===== src/rtl/cpu_types_pkg.sv =====
// Shared CPU datapath types: machine word, RAM handshake state and the
// memory arbiter's grant state.
package cpu_types_pkg;

   typedef logic [31:0] word_t;

   typedef enum logic [1:0] {
      FREE   = 2'd0,
      BUSY   = 2'd1,
      ACCESS = 2'd2,
      ERROR  = 2'd3
   } ramstate_t;

   typedef enum logic [1:0] {
      IDLE   = 2'd0,
      IGRANT = 2'd1,
      DGRANT = 2'd2
   } arb_state_t;

endpackage


===== src/rtl/mem_arbiter.sv =====
// Single-port RAM arbiter between instruction fetch and data load/store.
// A grant is held for the whole RAM transaction; data has priority except
// when a bounded streak of data completions has starved a pending fetch.
module mem_arbiter
   import cpu_types_pkg::*;
#(
   parameter int    MAX_DSTREAK = 4,
   parameter word_t ERR_WORD    = 32'hBAD1BAD1
) (
   input  logic      CLK,
   input  logic      nRST,
   input  logic      iREN,
   input  word_t     iaddr,
   output logic      iwait,
   output word_t     iload,
   input  logic      dREN,
   input  logic      dWEN,
   input  word_t     daddr,
   input  word_t     dstore,
   output logic      dwait,
   output word_t     dload,
   output logic      ramREN,
   output logic      ramWEN,
   output word_t     ramaddr,
   output word_t     ramstore,
   input  word_t     ramload,
   input  ramstate_t ramstate,
   output logic      memerr
);

   localparam int            SW   = $clog2(MAX_DSTREAK + 1);
   localparam logic [SW-1:0] SMAX = SW'(MAX_DSTREAK);

   arb_state_t    state_q, state_d;
   logic [SW-1:0] streak_q, streak_d;
   logic          memerr_q, memerr_d;
   logic          dreq, fin, i_done, d_done;
   word_t         rdata;

   // RAM strobes, completion handshakes, streak/error next-state and arbitration
   always_comb begin
      dreq     = dREN | dWEN;
      fin      = (ramstate == ACCESS) || (ramstate == ERROR);
      rdata    = (ramstate == ERROR) ? ERR_WORD : ramload;
      iwait    = 1'b1;
      dwait    = 1'b1;
      iload    = '0;
      dload    = '0;
      ramREN   = 1'b0;
      ramWEN   = 1'b0;
      ramaddr  = '0;
      ramstore = '0;
      i_done   = 1'b0;
      d_done   = 1'b0;

      // Completion is defined by the RAM alone: a requester that lets go in
      // the very cycle the RAM finishes still gets its completion pulse.
      case (state_q)
         IGRANT: begin
            ramREN  = 1'b1;
            ramaddr = iaddr;
            if (fin) begin
               i_done = 1'b1;
               iwait  = 1'b0;
               iload  = rdata;
            end
         end
         DGRANT: begin
            ramaddr = daddr;
            if (dWEN) begin
               ramWEN   = 1'b1;
               ramstore = dstore;
            end else begin
               ramREN   = 1'b1;
            end
            if (fin) begin
               d_done = 1'b1;
               dwait  = 1'b0;
               dload  = rdata;
            end
         end
         default: ;
      endcase

      streak_d = streak_q;
      if (!iREN || i_done)
         streak_d = '0;
      else if (d_done && streak_q != SMAX)
         streak_d = streak_q + 1'b1;

      memerr_d = memerr_q | ((i_done | d_done) && (ramstate == ERROR));

      // Arbitrate on the post-completion streak so the data completion that
      // reaches the limit already hands the next grant to the fetch.
      state_d = state_q;
      if (state_q == IDLE || i_done || d_done) begin
         if (dreq && !(iREN && streak_d == SMAX))
            state_d = DGRANT;
         else if (iREN)
            state_d = IGRANT;
         else
            state_d = IDLE;
      end else if ((state_q == IGRANT && !iREN) || (state_q == DGRANT && !dreq)) begin
         state_d = IDLE;
      end

      memerr = memerr_q;
   end

   // Grant state machine
   always_ff @(posedge CLK or negedge nRST) begin
      if (!nRST) state_q <= IDLE;
      else       state_q <= state_d;
   end

   // Anti-starvation streak and sticky error flag
   always_ff @(posedge CLK or negedge nRST) begin
      if (!nRST) begin
         streak_q <= '0;
         memerr_q <= 1'b0;
      end else begin
         streak_q <= streak_d;
         memerr_q <= memerr_d;
      end
   end

endmodule

===== config.mk =====
export PLATFORM = sky130hd
export DESIGN_NAME = mem_arbiter
export DESIGN_NICKNAME = d
export VERILOG_FILES = /design/src/rtl/cpu_types_pkg.sv /design/src/rtl/mem_arbiter.sv
export SDC_FILE = /design/constraint.sdc
export NUM_CORES = 1
export LEC_CHECK = 0
export CAP_MARGIN = 5
export CORE_AREA = 2 2 104 106
export CTS_CLUSTER_SIZE = 14
export DETAILED_ROUTE_END_ITERATION = 6
export DIE_AREA = 0 0 106 108
export GPL_TIMING_DRIVEN = 1
export SLEW_MARGIN = 20
export SYNTH_ARGS = -nofsm -noshare
export SYNTH_HDL_FRONTEND = slang
export SYNTH_SLANG_ARGS = --single-unit

===== constraint.sdc =====
create_clock -name CLK -period 3.3 [get_ports CLK]
set_input_delay 0.66 -clock CLK [delete_from_list [all_inputs] [get_ports CLK]]
set_output_delay 0.66 -clock CLK [all_outputs]
set_load 0.02 [all_outputs]

==> key figures, run 1 <==
Yosys
  • Compound-Gate Fraction of Synth Area: 21.1%
  • Mux cell area share after synthesis: 0%
  • Largest family of logic cells by synthesized area: simple AND/OR/NAND/NOR gates
  • Simple-Gate Fraction of Synth Area: 56.6%
  • Sequential share of the synthesized area: 9.43%
  • Syn Inst Count: 252
  • Share of the synthesized area in the top cell type: 15.1%
  • Synth Area per Inst: 6.32 um2
  • Largest area contributor in the netlist: a22oi_1
  • Mapped Area: 1590 um2
  • Synth Register Bits: 6
  • Synth Area in Adders: 3.93%
  • Post-synth cell types: 30
  • Yosys warning total: 0
  • Post-synth net total: 392
  • XOR/XNOR share of the synthesized area: 0.550%
  • Largest cells by area after synthesis: a22oi_1 (15%), nor2b_1 (14%), nor2_1 (14%)

Finish
  • Fill cells: 1,070
  • Final Instance Area: 4460 um2
  • Layout cells sized above 1: 4.34%
  • Antenna diodes: 0
  • Nets: 649
  • Storage element area: 150 um2
  • Multi-input logic area: 1320 um2
  • Syn-to-layout area delta: 180%

Routing
  • WL final: 9660 um
  • Drt wl/cell: 15.0 um
  • DRC violations left: 0
  • Vias/cell: 4.30
  • Metal2 WL: 5110 um
  • Via Count: 2,765
  • Initial drt markers: 99
  • DR pass1 iterations: 4
  • Detail Route met3 WL: 1090 um
  • DR top layer: met4
  • Antenna Nets Post-Route: 0
  • M1 wire length: 3330 um

CTS
  • Clk buf depth: 2
  • Cts hold-fix bufs: 0
  • Clock Pin Slew Worst Setup and Hold Paths: 0.04 ns
  • CTS Sinks: 6
  • CTS tree: done
  • Setup bufs post-CTS: 0
  • # H-tree levels: 1
  • Clock Root Buffer: clkbuf_8
  • CTS buffer count: 3
  • Clock Latency Late Sink: 0.22 ns

Critical path
  • Crit path capture: dload[29]
  • FF-to-FF setup slack: 1.55 ns
  • Crit Reg-Reg Startpoint: state_q[1]
  • Critical path class: in -> out
  • Critical Path RT: 2.64 ns
  • Arr. time, crit path: 2.45 ns
  • CP Max Fanout: 20
  • Critical Path Start Type: input port
  • CP Launch Point: ramstate[1]
  • Worst r2r dst: state_q[0]
  • CP endpoint kind: output pin
  • Reg2reg path depth: 7

Min path
  • HP Start: memerr
  • WHS Path Cells: 1
  • Worst hold path class: reg -> reg

Die
  • Die ar.: 11,400 um2
  • Core Rows: 37
  • Die width: 106 um
  • I/O pins: 268
  • Core area: 10,200 um2
  • Die height: 108 um
  • Initial core utilization: 15.6%

STA
  • Slew @ Worst Pin: 0.559 ns
  • RSZ-0062 raised after global routing: no
  • Final Hold Viols: 0
  • Fin crit share: 94.3%
  • Fin crit period: 3.11 ns
  • Slew headroom: 62.8%
  • Clock skew: 0.000761 ns
  • Slew Viols, Final: 0
  • Fmax: 321 MHz
  • Final setup fails: 0
  • Final TNS setup: 0 ns

Global routing
  • Pin count of the biggest net entering global routing: 38
  • Vias in the first global route: 2,720
  • Grt ovf: 0
  • First-pass GRT wire length: 14,200 um
  • Initial antenna violation count: 0
  • Tot GR Track Use: 15.7%

Placed design
  • Post-DP Area: 4410 um2
  • HPWL Detailed: 8330 um
  • Port Buf Inserts: 267
  • Placer Congestion: 0.868

Flow run
  • Max Cap Viol: 0

Power and ir drop
  • PwrDens: 520 nW/um2
  • VDD IR-drop max: 0.000170 V
  • Pleak: 0.00181 uW

Outcome
  • Status: completed
[synthesized netlist by cell type, drive strengths merged]
master	n
o211a	1
nor4b	1
nand3	1
or3b	1
clkbuf	17
inv	4
clkinv	1
a311oi	1
and3	32
buf	9
ha	5
xnor2	1
o21a	1
a22oi	32
a211oi	2
nor2	59
a31oi	1
nor2b	35
a21oi	5
nand3b	2
a21o	1
dfrtp	6
a21bo	1
nand2	3
and2	30
[final cells by class]
class                   instances  share of cell area, %
repair buffers                278                   61.8
multi-input cells             215                   29.5
well taps                     136                   3.82
flip-flops and latches          6                   3.37
clock buffers                   3                  0.926
inverters                       5                  0.533
[cell families (layout without fill, tap and decap cells)]
family,count (synthesis),in the layout
AOI/OAI and AO/OA,45,45
adders and majority gates,5,5
DFF,6,6
and+or+nand+nor,164,164
buffers and inverters,31,286
xor gates and xnor gates,1,1
[where the power goes]
group,internal [uW],switching [uW],total (uW),leakage [uW]
logic,1040,1070,2110,0.00171
clock network,78.2,29.7,108,0.0000216
registers,89.3,14.8,104,0.0000738
[cell usage in the layout, fill, tap and decap left out, types with 2 or more instances in the layout]
cell type and count:
a21oi_1 5, clkbuf_8 3, clkdlybuf4s50_1 267, nand2_1 3, ha_1 4, dfrtp_1 6
a22oi_1 32, buf_4 11, and3_1 32, and2_1 29, nor2_1 58, inv_1 4
a211oi_1 2, nor2b_1 35
[sequential cells by signal, summed over array words and instances, names as in the netlist]
signal / count
state_q: 2
streak_q: 3
memerr: 1
[how the worst min path moves through the flow]
| stage | end | slack (ns) |
|---|---|---|
| 2_1_floorplan | memerr | 0.36 |
| 3_3_place_gp | memerr | 0.44 |
| 3_5_place_dp | memerr | 0.45 |
| 4_1_cts | memerr | 0.45 |
| 5_1_grt | memerr | 0.46 |
| 6_report | memerr | 0.46 |
[through the flow]
step	utilization [%]	hold slack, ns	std cells	power, uW	worst slack (ns)
6_report	43.6	0.458	643	2320	0.190
5_1_grt	43.6	0.465	643	2480	0.0625
4_1_cts	43.5	0.454	643	2360	0.0621
3_5_place_dp	43.1	0.446	640	2240	0.0630
3_3_place_gp	43.1	0.437	640	2220	0.153
2_1_floorplan	-	0.364	252	1210	1.07
[worst max-delay path, cell delays in order]
cell and delay (ns):
clkdlybuf4s50_1 0.52, and2_4 0.20, clkinv_4 0.09, buf_4 0.21
nor2_1 0.14, clkdlybuf4s50_1 0.62
[metal layers]
| metal | track usage [%] | up-vias |
|---|---|---|
| met1 | 14.9 | 1225 |
| met3 | 5.85 | 6 |
| li1 | - | 1365 |
| met5 | 0 | - |
| met2 | 32.4 | 169 |
| met4 | 2.63 | 0 |
[timing repair]
| item | 4_1_cts | 5_1_grt |
|---|---|---|
| hold endpoints to repair | 0 | 0 |
| gates resized for setup | 0 | 1 |
| endpoints found under the setup margin | 0 | 14 |
(Power assumes the default switching activity.)
==> run 2: changes to the inputs <==
--- a/config.mk
+++ b/config.mk
@@ -11,6 +11,7 @@
 export DETAILED_ROUTE_END_ITERATION = 6
 export DIE_AREA = 0 0 106 108
 export GPL_TIMING_DRIVEN = 1
+export SKIP_CTS_REPAIR_TIMING = 1
 export SLEW_MARGIN = 20
 export SYNTH_ARGS = -nofsm -noshare
 export SYNTH_HDL_FRONTEND = slang
==> results of run 2 <==
Final layout, timing and power as in run 1 (identical DEF).
==> run 3: changes to the inputs <==
--- a/config.mk
+++ b/config.mk
@@ -6,13 +6,16 @@
 export NUM_CORES = 1
 export LEC_CHECK = 0
 export CAP_MARGIN = 5
-export CORE_AREA = 2 2 104 106
+export CORE_AREA = 2 2 102 104
 export CTS_CLUSTER_SIZE = 14
 export DETAILED_ROUTE_END_ITERATION = 6
-export DIE_AREA = 0 0 106 108
+export DIE_AREA = 0 0 104 106
+export DONT_BUFFER_PORTS = 1
 export GPL_TIMING_DRIVEN = 1
+export MAX_ROUTING_LAYER = met4
 export SKIP_CTS_REPAIR_TIMING = 1
 export SLEW_MARGIN = 20
 export SYNTH_ARGS = -nofsm -noshare
 export SYNTH_HDL_FRONTEND = slang
 export SYNTH_SLANG_ARGS = --single-unit
+export TNS_END_PERCENT = 20
==> key figures, run 3 (same netlist as run 1, synthesis figures left out) <==
Routing
  • Vias/cell: 4.96
  • Antenna Nets Post-Route: 0
  • DR pass1 iterations: 4
  • WL final: 8490 um
  • Drt wl/cell: 21.5 um
  • DRC violations left: 0
  • Via Count: 1,958
  • Initial drt markers: 166

Global routing
  • Tot GR Track Use: 14.1%
  • Vias in the first global route: 1,823
  • First-pass GRT wire length: 11,500 um
  • Initial antenna violation count: 1
  • Grt ovf: 0
  • Pin count of the biggest net entering global routing: 69

Placed design
  • HPWL Detailed: 7250 um
  • Port Buf Inserts: 0
  • Placer Congestion: 0.863
  • Dpl ws: 0.881 ns

STA
  • Final setup fails: 0
  • Slew Viols, Final: 0
  • RSZ-0062 raised after global routing: no
  • PnR worst setup slack: 0.638 ns
  • Final Hold Viols: 0
  • Final TNS setup: 0 ns
  • Final hold slack: 0.131 ns
  • Slew headroom: 59.5%
  • Fin crit period: 2.66 ns
  • Fin crit share: 80.7%
  • Clock skew: 0.000423 ns
  • Fmax: 376 MHz
  • Slew @ Worst Pin: 0.607 ns

Finish
  • Multi-input logic area: 1310 um2
  • Nets: 400
  • Layout Utilization: 19.2%
  • Storage element area: 150 um2
  • Max FFs per register: 3
  • Most frequent cells in the layout: nor2_1 (58), nor2b_1 (35), a22oi_1 (32), and3_1 (32)
  • Fill cells: 1,146
  • Biggest register: streak_q
  • Layout cells sized above 1: 15.5%
  • Syn-to-layout area delta: 20.4%
  • Commonest non-fill, non-tap cell in the layout: nor2_1

Critical path
  • Max incr delay on CP: 0.47 ns
  • Crit Reg-Reg Startpoint: state_q[0]
  • CP top delay family: buffers and inverters
  • FF-to-FF setup slack: 1.27 ns
  • Critical Path Start Type: flop
  • Reg2reg path depth: 7
  • Critical path class: reg -> out
  • Worst r2r dst: state_q[1]
  • Critical-path cell list: inv_1 > ha_2 > buf_4 > a22oi_1 > nor2b_1
  • CP Max Fanout: 68
  • Arr. time, crit path: 2.00 ns
  • CP endpoint kind: output pin
  • Critical Path RT: 2.64 ns
  • Worst-path cell with the longest stage delay: buf_4
  • WP buf/inv: 2
  • CP Launch Point: state_q[0]

Min path
  • Worst hold path class: in -> async

Die
  • Core area: 10000 um2
  • Die width: 104 um
  • Core Rows: 37
  • Initial core utilization: 15.9%
  • Die ar.: 11,000 um2
  • I/O pins: 268
  • Die height: 106 um

CTS
  • Clock Pin Slew Worst Setup and Hold Paths: 0.04 ns
  • Clock Root Buffer: clkbuf_8
  • CTS buffer count: 3
  • # H-tree levels: 1
  • CTS tree: done
  • Clock Latency Late Sink: 0.22 ns
  • Clk buf depth: 2
  • CTS Sinks: 6

Flow run
  • Max Cap Viol: 0

Power and ir drop
  • VDD IR-drop max: 0.000194 V
  • Pleak: 0.000912 uW
  • PwrDens: 807 nW/um2

Outcome
  • Status: completed
[run 3: changes by cell type in the layout (fill, tap and decap cells not counted)]
cell,before,now
buf_4,11,29
clkdlybuf4s50_1,267,0
diode_2,0,1
nor2_2,0,1
nor2_4,1,0
[run 3: metal layers]
| metal | GRT usage, % | vias up | routed length, um |
|---|---|---|---|
| met5 | - | - | 0 |
| met4 | 3.28 | 0 | 120 |
| met3 | 5.33 | 8 | 1030 |
| met2 | 24.7 | 181 | 4190 |
| met1 | 15.3 | 906 | 3140 |
| li1 | - | 863 | - |
[run 3: cell type report]
class,count,area share [%]
clock buffer,3,2.15
antenna,1,0.131
tap,136,8.88
multi-input combinational,215,68.4
sequential,6,7.83
inverter,5,1.24
timing repair buffer,29,11.4
[run 3: worst max path at each step]
| stage | to | slack (ns) | cells past startpoint |
|---|---|---|---|
| floorplan | dload[15] | 1.07 | 7 |
| global placement | ramaddr[23] | 0.97 | 4 |
| detailed placement | ramaddr[8] | 0.88 | 5 |
| CTS | ramaddr[8] | 0.64 | 5 |
| global route | ramaddr[24] | 0.47 | 4 |
| finish | ramaddr[30] | 0.64 | 5 |
[run 3: power breakdown]
group / internal (uW) / total, uW / switching, uW
registers: 89.3 / 104 / 14.2
logic: 377 / 1330 / 955
clock network: 78.4 / 111 / 32.6
total: 545 / 1550 / 1000
[run 3: through the flow]
step / area (um2) / total power [uW] / cells
6_report: 1920 / 1550 / 395
5_1_grt: 1920 / 1650 / 395
4_1_cts: 1910 / 1570 / 394
3_5_place_dp: 1870 / 1450 / 391
3_3_place_gp: 1870 / 1410 / 391
2_1_floorplan: 1590 / 1210 / 252
